--- src/rtl/timer_pulse_monitor_if.sv ---
// timer_pulse_monitor_if
//   Result handshake between the pulse monitor (master) and its consumer (slave).
//   out_valid : result register holds an unconsumed measurement
//   out_ready : consumer accepts the result at this edge
//   out_len   : measured high width in cycles (saturated)
//   out_err   : width differs from the expected on-time, or the counter saturated
interface timer_pulse_monitor_if #(
    parameter int unsigned CNT_W = 4
) ();
    logic             out_valid;
    logic             out_ready;
    logic [CNT_W-1:0] out_len;
    logic             out_err;

    modport master (
        output out_valid,
        output out_len,
        output out_err,
        input  out_ready
    );

    modport slave (
        input  out_valid,
        input  out_len,
        input  out_err,
        output out_ready
    );
endinterface

--- src/rtl/timer_pulse_monitor.sv ---
// timer_pulse_monitor
//   Measures the width of every high pulse on x (the timer one-shot output),
//   checks it against EXPECT_LEN and offers each result through a one-entry
//   valid/ready result register.
// Ports:
//   clk         : system clock, rising edge
//   rst_n       : synchronous active-low reset
//   x           : observed timer output, synchronous to clk
//   res         : result handshake (master side): out_valid/out_ready/out_len/out_err
//   overrun     : sticky, a completed pulse was dropped because the result was still held
//   pulse_count : completed pulses since reset, dropped ones included; wraps
module timer_pulse_monitor #(
    parameter int unsigned EXPECT_LEN = 3,
    parameter int unsigned CNT_W      = 4,
    parameter int unsigned PCNT_W     = 8
) (
    input  logic                  clk,
    input  logic                  rst_n,
    input  logic                  x,
    timer_pulse_monitor_if.master res,
    output logic                  overrun,
    output logic [PCNT_W-1:0]     pulse_count
);

    localparam logic [CNT_W-1:0] CNT_MAX = '1;
    localparam logic [CNT_W-1:0] EXP_LEN = CNT_W'(EXPECT_LEN);

    typedef enum logic [1:0] {
        DISARMED,
        IDLE,
        HIGH
    } state_t;

    state_t              r_state;
    logic [CNT_W-1:0]    r_cnt;
    logic                r_valid;
    logic [CNT_W-1:0]    r_len;
    logic                r_err;
    logic                r_overrun;
    logic [PCNT_W-1:0]   r_pcnt;

    always_ff @(posedge clk) begin
        if (!rst_n) begin
            r_state   <= DISARMED;
            r_cnt     <= '0;
            r_valid   <= 1'b0;
            r_len     <= '0;
            r_err     <= 1'b0;
            r_overrun <= 1'b0;
            r_pcnt    <= '0;
        end else begin
            // Transfer clears the result; a completion below at the same edge overrides it.
            if (r_valid && res.out_ready) begin
                r_valid <= 1'b0;
            end

            case (r_state)
                DISARMED: begin
                    // A pulse already high at reset release is never measured.
                    if (!x) begin
                        r_state <= IDLE;
                    end
                end
                IDLE: begin
                    if (x) begin
                        r_state <= HIGH;
                        r_cnt   <= CNT_W'(1);
                    end
                end
                HIGH: begin
                    if (x) begin
                        if (r_cnt != CNT_MAX) begin
                            r_cnt <= r_cnt + 1'b1;
                        end
                    end else begin
                        r_state <= IDLE;
                        r_pcnt  <= r_pcnt + 1'b1;
                        if (!r_valid || res.out_ready) begin
                            r_valid <= 1'b1;
                            r_len   <= r_cnt;
                            r_err   <= (r_cnt != EXP_LEN) || (r_cnt == CNT_MAX);
                        end else begin
                            r_overrun <= 1'b1;
                        end
                    end
                end
                default: begin
                    r_state <= DISARMED;
                end
            endcase
        end
    end

    assign res.out_valid = r_valid;
    assign res.out_len   = r_len;
    assign res.out_err   = r_err;
    assign overrun       = r_overrun;
    assign pulse_count   = r_pcnt;

endmodule

--- src/flat_wrapper.sv ---
// flat-port wrapper written by rule: the top's interface ports become plain ports
module timer_pulse_monitor_flat 
#(
    parameter int unsigned EXPECT_LEN = 3,
    parameter int unsigned CNT_W      = 4,
    parameter int unsigned PCNT_W     = 8
)
  (clk, rst_n, x, overrun, pulse_count, res_out_valid, res_out_len, res_out_err, res_out_ready);
  timer_pulse_monitor_if #(.CNT_W(CNT_W)) res_i ();
  input  logic clk;
  input  logic rst_n;
  input  logic x;
  output logic overrun;
  output logic [PCNT_W-1:0] pulse_count;
  output wire logic [$bits(res_i.out_valid)-1:0] res_out_valid;
  output wire logic [$bits(res_i.out_len)-1:0] res_out_len;
  output wire logic [$bits(res_i.out_err)-1:0] res_out_err;
  input wire logic [$bits(res_i.out_ready)-1:0] res_out_ready;
  assign res_out_valid = res_i.out_valid;
  assign res_out_len = res_i.out_len;
  assign res_out_err = res_i.out_err;
  assign res_i.out_ready = res_out_ready;
  timer_pulse_monitor #(.EXPECT_LEN(EXPECT_LEN), .CNT_W(CNT_W), .PCNT_W(PCNT_W)) u_core (.clk(clk), .rst_n(rst_n), .x(x), .res(res_i), .overrun(overrun), .pulse_count(pulse_count));
endmodule
--- config.mk ---
export PLATFORM = sky130hd
export DESIGN_NAME = timer_pulse_monitor_flat
export DESIGN_NICKNAME = d
export VERILOG_FILES = /design/src/rtl/timer_pulse_monitor_if.sv /design/src/rtl/timer_pulse_monitor.sv /design/src/flat_wrapper.sv
export SDC_FILE = /design/constraint.sdc
export NUM_CORES = 1
export LEC_CHECK = 0
export CAP_MARGIN = 20
export CORE_MARGIN = 2
export CORE_UTILIZATION = 49
export DETAILED_ROUTE_END_ITERATION = 10
export GPL_TIMING_DRIVEN = 0
export PLACE_DENSITY_LB_ADDON = 0.05
export REMOVE_ABC_BUFFERS = 1
export SLEW_MARGIN = 5
export SYNTH_ARGS = -nofsm -noshare
export SYNTH_HDL_FRONTEND = slang
export SYNTH_SLANG_ARGS = --single-unit
export TNS_END_PERCENT = 30
--- constraint.sdc ---
create_clock -name clk -period 1.8 [get_ports clk]
set_input_delay 0.54 -clock clk [delete_from_list [all_inputs] [get_ports clk]]
set_output_delay 0.54 -clock clk [all_outputs]
set_load 0.05 [all_outputs]
==> results of run 1 <==
-- synth_stat cells, types with 2 or more instances --
cell type,count
dfxtp_1,21
a21oi_1,17
nand2_1,10
o21ai_0,10
nand3_1,4
o31ai_1,3
or3_1,3
or4_1,3
and3_1,2
buf_6,2
ha_1,2
nand2b_1,2
nand3b_1,2
nand4b_1,2
nor2_1,2
nor3b_1,2
nor4b_1,2
-- worst max path at each step --
stage | startpoint | endpoint | depth (start not counted)
floorplan | u_core.pulse_count[2] | u_core.pulse_count[7] | 3
global placement | x | u_core.pulse_count[7] | 4
detailed placement | x | u_core.pulse_count[5] | 4
CTS | u_core.pulse_count[5] | pulse_count[5] | 1
global route | u_core.pulse_count[0] | pulse_count[0] | 1
finish | u_core.pulse_count[0] | pulse_count[0] | 1
-- logic make-up (layout without fill, tap and decap cells) --
kind of cell / after synthesis / after routing
buffers and inverters: 8 / 24
adder cells (fa/ha/maj): 2 / 2
XOR/XNOR: 2 / 2
AO/OA/AOI/OAI: 33 / 33
flip-flops: 21 / 21
AND/OR/NAND/NOR: 44 / 44
-- flip-flops by register name, summed over array words and instances, names as in the netlist --
name,cells
u_core.res.out_err,1
u_core.res.out_valid,1
u_core.res.out_len,4
u_core.pulse_count,8
u_core.r_state,2
u_core.r_cnt,4
u_core.overrun,1
-- layout make-up --
class | instances | area [µm²]
flip-flops and latches | 21 | 420.4
well taps | 27 | 33.78
clock buffers | 3 | 22.52
repair buffers | 18 | 150.1
fillers | 196 | 759.5
multi-input cells | 81 | 519.2
inverters | 2 | 11.26
clock inverters | 1 | 5.005
-- metal layers --
layer | GRT usage (%) | share of wire [%] | up-vias
li1 | - | - | 437
met1 | 21.61 | 48 | 406
met2 | 31.25 | 48 | 13
met3 | 3.086 | 3.1 | 2
met4 | 4.286 | 0.72 | 0
met5 | 0 | 0 | -
-- timing repair --
item                                    CTS  global route
hold endpoints to repair                  0             0
gates resized for setup                  21            10
endpoints found under the setup margin   23             7
-- stage by stage --
step | setup TNS [ns] | utilization, % | area [µm²] | setup WS (ns)
floorplan | 0 | - | 930.9 | 0.08615
global placement | -5.503 | 59.57 | 1145 | -0.5946
detailed placement | -6.017 | 59.57 | 1145 | -0.6601
CTS | 0 | 61.00 | 1172 | 0.004416
global route | -0.02207 | 60.48 | 1162 | -0.02207
finish | 0 | 60.48 | 1162 | 0.05110
-- power breakdown --
part,internal (mW),switching (mW)
clock,0.0826,0.140
combinational,0.0202,0.0257
sequential,0.470,0.00998
==> metrics.txt, run 1 <==
status completed; H-tree Lvls 1; Synth top area share 43.19%; cts bufs inserted 3; WL/cell 12.69 µm; reg2reg start u_core.r_state[1]; via count 858; post-synthesis sequential area ratio 43.19%; RSZ-0062 raised after global routing yes; vias in the first global route 752; CP required 1.26 ns; commonest non-fill, non-tap cell in the layout dfxtp_1; global placer's final weighted congestion 0.7340; largest cells by area after synthesis dfxtp_1 (43%), a21oi_1 (8.7%), o21ai_0 (5.1%), nand2_1 (3.9%), ha_1 (2.6%); crit-path leading delay family buffers and inverters; syn avg cell area 8.849 µm²; Clk Latency, worst-skew pair 0.30 ns; Worst slew margin 63.01%; Tmin final 1.749 ns; post-CTS setup buffer count 0; Std-Cell Rows 16; Leak 0.4177 nW; Hold WC Path Type reg -> reg; Ant. Diodes 0; largest net degree at the start of global routing 19; r2r worst-path depth 3; critical path arrival 1.21 ns; WHS Endpoint u_core.res.out_len[1]; Async SR Flop Fraction 0%; Initial Utilization 50.65%; main flop type after synthesis dfxtp_1; reg2reg end u_core.pulse_count[2]; Clock Skew 0.005579 ns; post-route ant nets 0; post-synth cell types 38; global-route wire length before repair 3312 µm; I/O Pins 19; DIE AREA 2359 µm²; hold_sp u_core.res.out_len[1]; Synth Register Bits 21; drt drc 0; CTS sink count 21; Starting DRT DRC Count 13; Synth area leader dfxtp_1; core region area 1922 µm²; CP max-delay cell clkdlybuf4s15_1; share of layout cells above drive strength 1 12.70%; WP buf/inv 1; Fin Hold WS 0.4844 ns; Setup CP Type reg -> out; post-synthesis mux area share 0%; worst-path fanout max 4; CTS tree built; Die Width 48.57 µm; Post-synth EDFFs 0; max-cap viol count 0; Synth Instances 110; Cell Count, Final, Fillers Out 153; Overflow after GRT 0; Tcrit/Tclk final 97.16%; CP Capture Type output port; clk root buf clkbuf_4; final slew viol count 0; most frequent cells in the layout dfxtp_1 (21), a21oi_1 (17), nand2_1 (10), o21ai_0 (10), dlygate4sd2_1 (9); simple-gate share of the synthesized area 28.79%; Max Fclk 571.8 MHz; Synth Area in Adders 2.571%; CP peak stage delay 0.52 ns; Total Routing Usage GR 17.40%; area grow syn2layout 19.41%; power consumption 747.9 µW; nets 133; PwrDens 643.4 nW/µm²; hold path depth 2; Reg2Reg Setup Slack 0.17 ns; Buffers on Ports 18; setup violators final 0; Worst setup SP type flip-flop; deepest clock path buffer count 2; Post-Syn Area 973.4 µm²; die height 48.57 µm; Post-DP HPWL 1344 µm; initial antenna violation count 0; Slew @ Worst Pin 0.5525 ns; Synth Area in Compound Gates 18.51%; Via density 5.608; warnings from Yosys 0; Hold Vio Cnt, Final 0; drt first pass iters 4; main combinational cell family by area after synthesis simple AND/OR/NAND/NOR gates; placed insts 149; maximum VDD drop 0.4764 mV; worst path cell trace clkdlybuf4s15_1; Clock Pin Slew Worst Setup and Hold Paths 0.11 ns; Synth Area in XOR/XNOR 1.799%; drt total wl 1942 µm; Post-CTS Hold Buffers 0
Note: power is estimated with default switching activity, not from simulation.
==> run 2: changes to the inputs <==
Settings changed: SKIP_CTS_REPAIR_TIMING set to 1.
==> run 2 against run 1 <==
  * First-iteration DRC count up 15%
  * Sequential power about the same
  * Die area unchanged
  * Highest routed layer unchanged
  * Worst setup slack better by 0.019 ns
  * Critical path depth unchanged
==> metrics.txt, run 2 (synthesis gave the netlist of run 1 again) <==
CTS tree built; Hold WC Path Type reg -> reg; drt first pass iters 4; DIE AREA 2359 µm²; global-route wire length before repair 3318 µm; Initial Utilization 50.65%; CP startpoint u_core.pulse_count[2]; status completed; Reg2Reg Setup Slack 0.16 ns; Clock Pin Slew Worst Setup and Hold Paths 0.11 ns; reg2reg end u_core.pulse_count[2]; H-tree Lvls 1; WP buf/inv 1; die height 48.57 µm; drt total wl 1970 µm; crit-path leading delay family buffers and inverters; Fin Hold WS 0.4843 ns; RSZ-0062 raised after global routing no; PwrDens 610.0 nW/µm²; Overflow after GRT 0; worst-path fanout max 4; CP Capture Type output port; Via density 5.699; Cell Count, Final, Fillers Out 153; Worst setup SP type flip-flop; max-cap viol count 0; Post-DP HPWL 1344 µm; placed cell area 1145 µm²; critical path arrival 1.19 ns; via count 872; Die Width 48.57 µm; commonest non-fill, non-tap cell in the layout dfxtp_1; Leak 0.6592 nW; fin area 1232 µm²; CP max-delay cell dlymetal6s2s_1; Slew @ Worst Pin 0.5595 ns; share of layout cells above drive strength 1 8.730%; fin util 64.13%; r2r worst-path depth 3; area grow syn2layout 26.61%; worst path cell trace dlymetal6s2s_1; maximum VDD drop 0.4771 mV; cts bufs inserted 3; drt drc 0; clk root buf clkbuf_4; Max Fclk 578.1 MHz; Tmin final 1.730 ns; Setup CP Type reg -> out; Hold Vio Cnt, Final 0; Worst Setup EP pulse_count[2]; post-route ant nets 0; I/O Pins 19; WL/cell 12.88 µm; Buffers on Ports 18; global placer's final weighted congestion 0.7340; placed insts 149; most frequent cells in the layout dfxtp_1 (21), a21oi_1 (17), dlymetal6s2s_1 (16), nand2_1 (10), o21ai_0 (10); CP peak stage delay 0.45 ns; CP required 1.26 ns; core region area 1922 µm²; Ant. Diodes 0; largest net degree at the start of global routing 19; vias in the first global route 762; Total Routing Usage GR 17.46%; Clk Latency, worst-skew pair 0.30 ns; CTS sink count 21; initial antenna violation count 0; Fillers 179; Crit path depth 1; max reg flops 8; Starting DRT DRC Count 15; final slew viol count 0; reg2reg start u_core.r_state[1]; Clock Skew 0.004909 ns; Std-Cell Rows 16; deepest clock path buffer count 2; Tcrit/Tclk final 96.10%; nets 133; setup violators final 0; Worst slew margin 62.54%; setup TNS 0 ns
-- run 2: cell types whose count changed in the layout (fill, tap and decap cells not counted) --
cell / change
dlygate4sd2_1: -9
clkdlybuf4s15_2: -1
dlymetal6s2s_1: +16
clkdlybuf4s15_1: -2
clkbuf_2: -4
-- run 2: layout make-up --
| class | instances | area, µm² | share of cell area [%] |
|---|---|---|---|
| Clock buffer | 3 | 22.52 | 1.827 |
| Clock inverter | 1 | 5.005 | 0.4061 |
| Inverter | 2 | 11.26 | 0.9137 |
| Multi-Input combinational cell | 81 | 519.2 | 42.13 |
| Sequential cell | 21 | 420.4 | 34.11 |
| Tap cell | 27 | 33.78 | 2.741 |
| Timing Repair Buffer | 18 | 220.2 | 17.87 |
-- run 2: worst min path at each step --
stage / endpoint / cells past startpoint / from
3_3_place_gp: u_core.overrun / 2 / u_core.overrun
5_1_grt: u_core.pulse_count[7] / 2 / u_core.pulse_count[7]
4_1_cts: u_core.res.out_len[3] / 2 / u_core.res.out_len[3]
2_1_floorplan: u_core.res.out_len[3] / 2 / u_core.r_cnt[3]
3_5_place_dp: u_core.res.out_len[3] / 2 / u_core.res.out_len[3]
6_report: u_core.pulse_count[7] / 2 / u_core.pulse_count[7]
-- run 2: routing by layer --
metal	track usage, %	up-vias	share of wire (%)
li1	-	438	-
met1	21.76	413	46
met2	31.25	17	49
met3	3.086	4	4.2
met4	4.286	0	0.86
met5	0	-	0
-- run 2: stage by stage --
| stage | power, mW | worst slack (ns) |
|---|---|---|
| after floorplan | 0.5142 | 0.08615 |
| after global placement | 0.5335 | -0.5946 |
| after detailed placement | 0.5352 | -0.6601 |
| after CTS | 0.7519 | -0.3413 |
| after global routing | 0.7822 | 0.01310 |
| final | 0.7518 | 0.07023 |
-- run 2: report_power, final --
| part | internal [mW] | total, mW | leakage, nW | switching (mW) |
|---|---|---|---|---|
| sequential | 0.470 | 0.479 | 0.170 | 0.00976 |
| clock | 0.0827 | 0.225 | 0.0177 | 0.143 |
| combinational | 0.0216 | 0.0473 | 0.472 | 0.0257 |
| total | 0.574 | 0.752 | 0.659 | 0.178 |
